[config.mk]
export PLATFORM = sky130hd
export DESIGN_NAME = pingpong_run_controller
export DESIGN_NICKNAME = d
export VERILOG_FILES = /design/src/rtl/pingpong_run_controller.sv
export SDC_FILE = /design/constraint.sdc
export NUM_CORES = 1
export LEC_CHECK = 0
export ABC_AREA = 1
export CAP_MARGIN = 20
export CORE_UTILIZATION = 63
export CTS_CLUSTER_DIAMETER = 50
export DETAILED_ROUTE_END_ITERATION = 7
export DONT_BUFFER_PORTS = 1
export PLACE_DENSITY_LB_ADDON = 0.2
export SLEW_MARGIN = 0
export SYNTH_ARGS = -nofsm -noshare
export SYNTH_HDL_FRONTEND = slang
export SYNTH_SLANG_ARGS = --single-unit
[constraint.sdc]
create_clock -name clk -period 2 [get_ports clk]
set_input_delay 0.5 -clock clk [delete_from_list [all_inputs] [get_ports clk]]
set_output_delay 0.5 -clock clk [all_outputs]
set_load 0.005 [all_outputs]
[src/rtl/pingpong_run_controller.sv]
// pingpong_run_controller: run-control sequencer for the ping-pong counter datapath
//   clk, rst            board clock, synchronous active-high reset
//   start               pulse: latch max_sw/min_sw, clear datapath, run (or error)
//   pause_tgl           pulse: toggle RUN/PAUSE
//   flip_btn            pulse: request a direction flip while running
//   max_sw, min_sw      requested bounds; cnt_value is the live datapath count
//   cfg_max, cfg_min    bounds latched at start
//   cnt_clear           one cycle in LOAD
//   step, flip_req      single-cycle datapath controls
//   running/done/err    state flags; state is IDLE=0 LOAD=1 RUN=2 PAUSE=3 DONE=4 ERROR=5
//   lap_cnt             top-bound reversals since the last start, saturating at 255
//   Optional macro BOUNCE_LIMIT_EN: stop in DONE once lap_cnt reaches MAX_LAPS.
module pingpong_run_controller #(
   parameter int WIDTH    = 4,
   parameter int TICK_DIV = 33554432,
   parameter int MAX_LAPS = 8
) (
   input  logic             clk,
   input  logic             rst,
   input  logic             start,
   input  logic             pause_tgl,
   input  logic             flip_btn,
   input  logic [WIDTH-1:0] max_sw,
   input  logic [WIDTH-1:0] min_sw,
   input  logic [WIDTH-1:0] cnt_value,
   output logic [WIDTH-1:0] cfg_max,
   output logic [WIDTH-1:0] cfg_min,
   output logic             cnt_clear,
   output logic             step,
   output logic             flip_req,
   output logic             running,
   output logic             done,
   output logic             err,
   output logic [7:0]       lap_cnt,
   output logic [2:0]       state
);
   typedef enum logic [2:0] {IDLE = 3'd0, LOAD = 3'd1, RUN = 3'd2, PAUSE = 3'd3, DONE = 3'd4, ERROR = 3'd5} state_t;
   localparam int PW = $clog2(TICK_DIV);
`ifdef BOUNCE_LIMIT_EN
   localparam bit BOUNCE = 1'b1;
`else
   localparam bit BOUNCE = 1'b0;
`endif
   state_t          st, nxt;
   logic [PW-1:0]   psc;
   logic            tick_pend;
   logic            go, tick, lap_hit;
   logic [7:0]      lap_nxt;
   // go: still in RUN after start/pause arbitration; a tick loses only to flip and is then held one cycle
   assign go       = st == RUN && !start && !pause_tgl;
   assign tick     = psc == PW'(TICK_DIV - 1) || tick_pend;
   assign step     = go && !flip_btn && tick;
   assign flip_req = go && flip_btn;
   assign lap_hit  = step && cnt_value == cfg_max;
   assign lap_nxt  = (lap_hit && lap_cnt != 8'hff) ? lap_cnt + 8'd1 : lap_cnt;
   assign state    = st;
   always_comb begin
      nxt = st;
      case (st)
         IDLE, DONE, ERROR: nxt = start ? LOAD : st;
         LOAD:              nxt = cfg_max > cfg_min ? RUN : ERROR;
         RUN: begin
            if (start) nxt = LOAD;
            else if (pause_tgl) nxt = PAUSE;
            else if (BOUNCE && lap_hit && 32'(lap_nxt) == MAX_LAPS) nxt = DONE;
         end
         PAUSE:             nxt = start ? LOAD : pause_tgl ? RUN : PAUSE;
         default:           nxt = IDLE;
      endcase
   end
   always_ff @(posedge clk) begin
      if (rst) begin
         st        <= IDLE;
         running   <= 1'b0;
         done      <= 1'b0;
         err       <= 1'b0;
         cnt_clear <= 1'b0;
         cfg_max   <= '0;
         cfg_min   <= '0;
         psc       <= '0;
         tick_pend <= 1'b0;
         lap_cnt   <= '0;
      end else begin
         st        <= nxt;
         running   <= nxt == RUN;
         done      <= nxt == DONE;
         err       <= nxt == ERROR;
         cnt_clear <= nxt == LOAD;
         tick_pend <= go && flip_btn && tick;
         if (nxt == LOAD) begin
            cfg_max <= max_sw;
            cfg_min <= min_sw;
            psc     <= '0;
            lap_cnt <= '0;
         end else begin
            lap_cnt <= lap_nxt;
            if (go) psc <= psc == PW'(TICK_DIV - 1) ? '0 : psc + PW'(1);
         end
      end
   end
endmodule

# == After elaboration in Yosys (flattened, before gate mapping) ==
# Index checks and enable logic that the tools add are counted.
# Widths: inputs -> output; s select.
# classes
n_eq_ne,12
order_cmp,1
mux,8
reduce_logical,15
n_addsub,2
# ops
cell,n
$add 25x1->25 const B,1
$eq 25x25->1 const B,1
$mux 25,1
$eq 3x3->1 const B,4
$mux 3,4
$pmux 3 s4,1
$eq 3x2->1 const B,3
$add 8x1->8 const B,1
$logic_and 1x1->1,8
$ne 8x8->1 const B,1
$eq 3x1->1 const B,2
$eq 4x4->1,1
$gt 4x4->1,1
$logic_not 1->1,3
$logic_not 3->1,1
$reduce_or 3->1,1
$mux 2,1
$reduce_or 2->1,1
$logic_or 1x1->1,1
$mux 1,1
# totals
output_inout_bits,25
input_bits,17
reg_bits,49
word_cells,48

# == Longest topological paths before layout ==
# Gate-level depths: netlist of the first run.
# logic_depth
ltp_word,7
mapped_depth,15
mapped_depth_nobuf,14

# == Least setup slack after synthesis of the first run ==
# No wires, ideal clock.
# synth_path
path_kind,register to output
startpoint,reg psc[0]
endpoint,out step
setup_slack_ns,0.198
t_required_ns,1.500
arrival_time_ns,1.302
path_stages_with_launch,10
path_cell_list,dfxtp_1 -> ha_1 -> inv_1 -> nor2_1 -> nand2_1 -> nor2_2 -> nand2_2 -> nand2_4 -> inv_1 -> nor3_1
# synth_between
elab_chain_cells,3
# synth_lines
item,line,source
from (decl),45,logic [PW-1:0] psc;
from (signal assigned),97,if (go) psc <= psc == PW'(TICK_DIV - 1) ? '0 : psc + PW'(1);
$eq 25x25->1,51,assign tick = psc == PW'(TICK_DIV - 1) || tick_pend;
$logic_or 1x1->1,51,
$logic_and 1x1->1,52,assign step = go && !flip_btn && tick;
to (decl),29,"output logic step,"
# No other way between the ends.

# == Worst setup path after layout of the first run ==
# layout_path
startpoint,reg psc[10]
endpoint,out step
# The elaborated chain is that of the path after synthesis.

==> metrics.cfg, run 1 <==
[cells_and_area]
final_core_utilization = 0.753
layout-area-overhead-vs-synth_pct = 14.5
finalNonFillerCells = 522
final_layout_size_suffix_gt1_frac = 0.198
antenna-diode-count = 0
num-fill-cells = 341
mostFrequentLayoutCells = sky130_fd_sc_hd__nand2_1, sky130_fd_sc_hd__nor2_1, sky130_fd_sc_hd__inv_1, sky130_fd_sc_hd__nand3_1, sky130_fd_sc_hd__dfxtp_1
layout.nets = 492
leading_cell_type_in_the_layout_fill_and_taps_excluded = sky130_fd_sc_hd__nand2_1

[synthesis]
synth_cell_types = 26
synth_ff_type = sky130_fd_sc_hd__dfxtp_1
synthesis.instances = 438
avgSynthCellArea_um2 = 6.58
postSynthRegisterBits = 49
synth.yosys.seq_area_share = 0.340
yosysWarningCount = 0
syn-cell-area_mm2 = 0.00288
synth-edff-count = 0
postSynthNetCount = 461
async_flop_share = 0

[timing]
hold_slack_ns = 0.254
finalCritPeriodShare = 0.977
worst_clock_skew_on_the_final_layout_ns = 0.00511
minimum_clock_period_ns = 1.95
fin_ws_ns = 0.0460
rsz0062_at_grt = yes
fmax_mhz = 512
slew_headroom = 0.779
worst_pin_slew_ns = 0.331
drv_slew = 0
finalSetupViolations = 0
final_number_of_hold_violating_endpoints = 0

[cts]
cts-hold-fix-buffers = 0
cts-buffers-inserted = 5
clock_insertion_delay_worst_skew_ns = 0.30
cts_sinks = 49
cts.htree.levels = 2
tritoncts_clock_tree = done
clk_pin_slew_worst_paths_ns = 0.09
cts_root_buf = sky130_fd_sc_hd__clkbuf_8
clk_path_buf_depth = 2

[status]
run_status = complete, no violations

[global_route]
grt_max_degree = 34
globalRoute.totalOverflow = 0
antenna_violations_before_repair = 0
grt_first_pass_wirelength_um = 11300
global_route.usage.total = 0.284
first_global_vias = 2774

[critical_path]
critical_path.reg2reg.endpoint = cfg_max[0]
cp.required_ns = 1.50
crit_start = psc[10]
path_max_fanout = 3
reg2reg_slack_ns = 0.18
worstPathArrival_ns = 1.45
timing.rr.start = cfg_min[2]
startpoint_type = flop
worstSetupEndpoint = step
setup.worst_path.end_class = output port
worstRegToRegCells = 14
timing_worst_setup_path_type = reg2out

[run]
drv_cap = 0

[die]
die_area_mm2 = 0.00485
die_height_um = 69.6
effective_utilization_at_floorplan = 0.658
design.core.area_mm2 = 0.00438
boundaryPins = 42
core.rowCount = 24
fp.dieW_um = 69.6

[routing]
pre_repair_dr_iteration_count = 5
dr_total_vias = 2819
detail_route.wirelength_um = 6510
drc = 0
drt-wirelength-per-cell_um = 12.5
drt_first_iter_violations = 160
antenna_violating_nets_post_route = 0
routed_via_density = 5.40

[placement]
place_hpwl_um = 4630
numPlacedInstances = 503
final_estimated_routing_congestion_in_global_placement = 0.873
place.port_buffers = 0
pre_cts_slack_ns = 0.0627

[pwr]
irDropWorstVdd_mv = 1.80
p_per_area_mw_per_mm2 = 1090
p_leak_nw = 1.38

[worst_hold_path]
hp-class = in2reg

worst max-delay path, cell delays in order, from the launching register on:
cell and delay, ns:
sky130_fd_sc_hd__dfxtp_1 0.37, sky130_fd_sc_hd__nand2_2 0.09, sky130_fd_sc_hd__nor2_4 0.14, sky130_fd_sc_hd__nand2_2 0.08, sky130_fd_sc_hd__nor2_2 0.12, sky130_fd_sc_hd__nand2_2 0.09
sky130_fd_sc_hd__nand2_4 0.09, sky130_fd_sc_hd__inv_4 0.04, sky130_fd_sc_hd__nor3_4 0.13
routing by layer:
layer	share of wire	routed length, um	track usage	vias to the layer above
met4	0.0095	62	0.0800	0
met3	0.059	387	0.0698	9
met2	0.52	3370	0.535	97
li1	-	-	-	1441
met5	0	0	0	-
met1	0.41	2690	0.314	1272
flip-flops by register name, indices dropped and copies added, names as in the netlist:
name and cells:
psc 25, state 3, err 1, lap_cnt 8
cfg_max 4, cfg_min 4, cnt_clear 1, running 1
done 1, tick_pend 1
cells by family (layout without fill, tap and decap cells):
logic type      after synthesis  count (layout)  share of synthesized area
flops                        49              49                      0.340
compound gates               10              10                     0.0191
fa+ha+maj                     6               6                     0.0260
buf+inv                      66              98                     0.0964
simple gates                292             292                      0.473
xor+xnor                     15              15                     0.0456
synth_stat cells, types with 4 or more instances:
cell type | count | share of area
sky130_fd_sc_hd__xnor2_1 | 6 | 0.018
sky130_fd_sc_hd__inv_1 | 57 | 0.074
sky130_fd_sc_hd__nand4_1 | 24 | 0.052
sky130_fd_sc_hd__buf_6 | 4 | 0.016
sky130_fd_sc_hd__nor2_2 | 13 | 0.028
sky130_fd_sc_hd__nand2_1 | 119 | 0.15
sky130_fd_sc_hd__o21ai_0 | 4 | 0.0069
sky130_fd_sc_hd__ha_1 | 6 | 0.026
sky130_fd_sc_hd__dfxtp_1 | 49 | 0.34
sky130_fd_sc_hd__nor3_1 | 9 | 0.016
sky130_fd_sc_hd__nor2_1 | 70 | 0.091
sky130_fd_sc_hd__xor2_1 | 9 | 0.027
sky130_fd_sc_hd__nand2_2 | 9 | 0.020
sky130_fd_sc_hd__nand3_1 | 36 | 0.062
timing repair:
action,4_1_cts,5_1_grt
gates resized for setup,20,7
setup buffers,10,1
pin swaps,7,1
endpoints found under the setup margin,1,34
area by class of cell:
type | count | area, um^2 | share of cell area
sequential | 49 | 1000 | 0.304
clock inverter | 1 | 30.0 | 0.00910
inverter | 60 | 228 | 0.0690
tap | 52 | 65.1 | 0.0197
clock buffer | 7 | 86.3 | 0.0262
timing repair buffer | 30 | 225 | 0.0683
multi-input combinational | 323 | 1660 | 0.504
per-stage QoR:
step           cell area (um^2)  power, W  setup TNS, ns
2_1_floorplan              2880   0.00242              0
3_3_place_gp               3040   0.00276              0
3_5_place_dp               3040   0.00283              0
4_1_cts                    3270   0.00356        -0.0112
5_1_grt                    3300   0.00384        -0.0824
6_report                   3300   0.00359              0
worst min-delay path by stage:
stage	start	to	slack, ns	depth (start not counted)
global route	rst	cnt_clear	0.23	1
floorplan	cfg_min[1]	cfg_min[1]	0.48	2
global placement	cfg_min[3]	cfg_min[3]	0.49	2
detailed placement	cfg_min[2]	cfg_min[2]	0.50	2
finish	rst	cnt_clear	0.25	1
CTS	rst	cnt_clear	0.25	1
where the power goes:
part	switching, W	internal [W]	total, W
Combinational	0.00104	0.000553	0.00159
Clock	0.000327	0.000408	0.000734
Sequential	0.000153	0.00112	0.00127
(Power assumes the default switching activity.)
==> run 2: changes to the inputs <==
--- a/config.mk
+++ b/config.mk
@@ -12,6 +12,8 @@
 export DETAILED_ROUTE_END_ITERATION = 7
 export DONT_BUFFER_PORTS = 1
 export PLACE_DENSITY_LB_ADDON = 0.2
+export RECOVER_POWER = 50
+export REMOVE_ABC_BUFFERS = 1
 export SLEW_MARGIN = 0
 export SYNTH_ARGS = -nofsm -noshare
 export SYNTH_HDL_FRONTEND = slang
==> metrics.cfg, run 2 (synthesis gave the netlist of run 1 again) <==
[routing]
routed_via_density = 5.33  ; was 5.40
detail_route.wirelength_um = 6340  ; was 6510 um
antenna_violating_nets_post_route = 0  ; unchanged
dr_total_vias = 2738  ; was 2,819
drt_first_iter_violations = 87  ; was 160
pre_repair_dr_iteration_count = 4  ; was 5
drt-wirelength-per-cell_um = 12.3  ; was 12.5 um
drc = 0  ; unchanged

[cells_and_area]
leading_cell_type_in_the_layout_fill_and_taps_excluded = sky130_fd_sc_hd__nand2_1  ; unchanged
antenna-diode-count = 0  ; unchanged
final_core_utilization = 0.732  ; was 0.753
mostFrequentLayoutCells = sky130_fd_sc_hd__nand2_1, sky130_fd_sc_hd__nor2_1, sky130_fd_sc_hd__inv_1, sky130_fd_sc_hd__nand3_1, sky130_fd_sc_hd__dfxtp_1  ; unchanged
layout-area-overhead-vs-synth_pct = 11.3  ; was 14.5%
final_cell_area_mm2 = 0.00321  ; was 0.00330 mm^2
largest_register_ff_count = 25  ; unchanged
final_layout_size_suffix_gt1_frac = 0.186  ; was 0.198
biggestRegsByFlops = psc (25), lap_cnt (8)  ; unchanged
layout.nets = 484  ; was 492
max_flop_register = psc  ; unchanged
num-fill-cells = 369  ; was 341

[timing]
minimum_clock_period_ns = 1.93  ; was 1.95 ns
finalSetupViolations = 0  ; unchanged
hold_slack_ns = 0.254  ; about the same
slew_headroom = 0.697  ; was 0.779
worst_clock_skew_on_the_final_layout_ns = 0.00651  ; was 0.00511 ns
fmax_mhz = 517  ; was 512 MHz
final_number_of_hold_violating_endpoints = 0  ; unchanged
finalCritPeriodShare = 0.967  ; was 0.977
drv_slew = 0  ; unchanged
worst_pin_slew_ns = 0.453  ; was 0.331 ns

[global_route]
global_route.usage.total = 0.280  ; was 0.284
antenna_violations_before_repair = 0  ; unchanged
grt_max_degree = 34  ; unchanged
first_global_vias = 2669  ; was 2,774
globalRoute.totalOverflow = 0  ; unchanged
grt_first_pass_wirelength_um = 11100  ; was 11,300 um

[cts]
clk_path_buf_depth = 2  ; unchanged
cts_root_buf = sky130_fd_sc_hd__clkbuf_8  ; unchanged
clock_insertion_delay_worst_skew_ns = 0.30  ; about the same
cts-buffers-inserted = 5  ; unchanged
cts_sinks = 49  ; unchanged
tritoncts_clock_tree = done  ; unchanged
cts-hold-fix-buffers = 0  ; unchanged
cts.htree.levels = 2  ; unchanged
clk_pin_slew_worst_paths_ns = 0.09  ; about the same

[critical_path]
setup.worst_path.end_class = output port  ; unchanged
path_max_fanout = 4  ; was 3
startpoint_type = flop  ; unchanged
timing_worst_setup_path_type = reg2out  ; unchanged
worstPathArrival_ns = 1.43  ; was 1.45 ns
cp.required_ns = 1.50  ; about the same

[status]
run_status = complete, no violations  ; unchanged

[pwr]
comb_power_share = 0.454  ; was 0.442
p_per_area_mw_per_mm2 = 1050  ; was 1090 mW/mm^2
internal-power_w = 0.00187  ; was 0.00208 W
p_sw_frac = 0.444  ; was 0.422
irDropWorstVdd_mv = 2.01  ; was 1.80 mV
p_total_w = 0.00337  ; was 0.00359 W
power.clock.fraction = 0.170  ; was 0.204
seq_power_share = 0.376  ; was 0.353
p_leak_nw = 1.31  ; was 1.38 nW
switching_power_total_w = 0.00149  ; was 0.00152 W

[placement]
place.port_buffers = 0  ; unchanged
final_estimated_routing_congestion_in_global_placement = 0.809  ; was 0.873
dpl-instance-area_mm2 = 0.00300  ; was 0.00304 mm^2
place_hpwl_um = 4560  ; was 4630 um

[die]
design.core.area_mm2 = 0.00438  ; unchanged
die_area_mm2 = 0.00485  ; unchanged
boundaryPins = 42  ; unchanged
effective_utilization_at_floorplan = 0.658  ; unchanged
core.rowCount = 24  ; unchanged
fp.dieW_um = 69.6  ; unchanged
die_height_um = 69.6  ; unchanged

[worst_hold_path]
hp-class = in2reg  ; unchanged

[run]
drv_cap = 0  ; unchanged

run 2: changes by cell type in the layout (fill, tap and decap cells not counted), moves of 2 or more:
cell	previous run	this run
sky130_fd_sc_hd__buf_4	30	19
sky130_fd_sc_hd__dfxtp_1	33	30
sky130_fd_sc_hd__clkbuf_1	1	3
sky130_fd_sc_hd__clkinv_2	0	2
sky130_fd_sc_hd__dfxtp_4	1	3
run 2: area by class of cell:
class	count	area [um^2]	area share
clock inverters	3	17.5	0.00546
clock buffers	5	68.8	0.0214
well taps	52	65.1	0.0203
inverters	60	225	0.0702
repair buffers	22	154	0.0480
multi-input cells	323	1670	0.519
flip-flops and latches	49	1010	0.315
run 2: final timing paths:
check / start / slack, ns / end / depth (start not counted)
setup / recovery: psc[9] / 0.07 / step / 8
hold / removal: rst / 0.25 / state[0] / 1
setup reg to reg: cfg_max[3] / 0.20 / lap_cnt[3] / 12
hold reg to reg: cfg_min[3] / 0.49 / cfg_min[3] / 2
run 2: metrics by stage:
stage	setup TNS (ns)	setup WS, ns	std cells
2_1_floorplan	0	0.194	432
4_1_cts	0	0.000640	513
5_1_grt	-0.00340	-0.00340	514
3_3_place_gp	0	0.165	498
6_report	0	0.0669	514
3_5_place_dp	0	0.0527	498
run 2: power by group through the flow:
stage / combinational, W / sequential (W) / clock, W
floorplan: 0.00103 / 0.00126 / 0
global placement: 0.00146 / 0.00128 / 0
detailed placement: 0.00153 / 0.00129 / 0
CTS: 0.00153 / 0.00126 / 0.000580
global route: 0.00175 / 0.00129 / 0.000619
finish: 0.00153 / 0.00127 / 0.000572
run 2: per-layer routing:
layer / GRT usage / wire (um)
met3: 0.0480 / 261
met2: 0.518 / 3230
met1: 0.322 / 2720
met5: 0 / 0
met4: 0.100 / 124
run 2: critical path, cell delays in order (launching register included):
cell                      delay, ns
sky130_fd_sc_hd__dfxtp_4       0.38
sky130_fd_sc_hd__nand2_2       0.10
sky130_fd_sc_hd__nor2_4        0.13
sky130_fd_sc_hd__nand2_2       0.09
sky130_fd_sc_hd__nor2_2        0.10
sky130_fd_sc_hd__nand2_2       0.08
sky130_fd_sc_hd__nand2_4       0.08
sky130_fd_sc_hd__inv_2         0.05
sky130_fd_sc_hd__nor3_4        0.12
run 2: what timing repair did:
item | in CTS | in global routing
endpoints found under the setup margin | 1 | 35
cloned | 0 | 0
resized for setup | 19 | 13
setup buffers | 7 | 1
pin swaps | 4 | 6
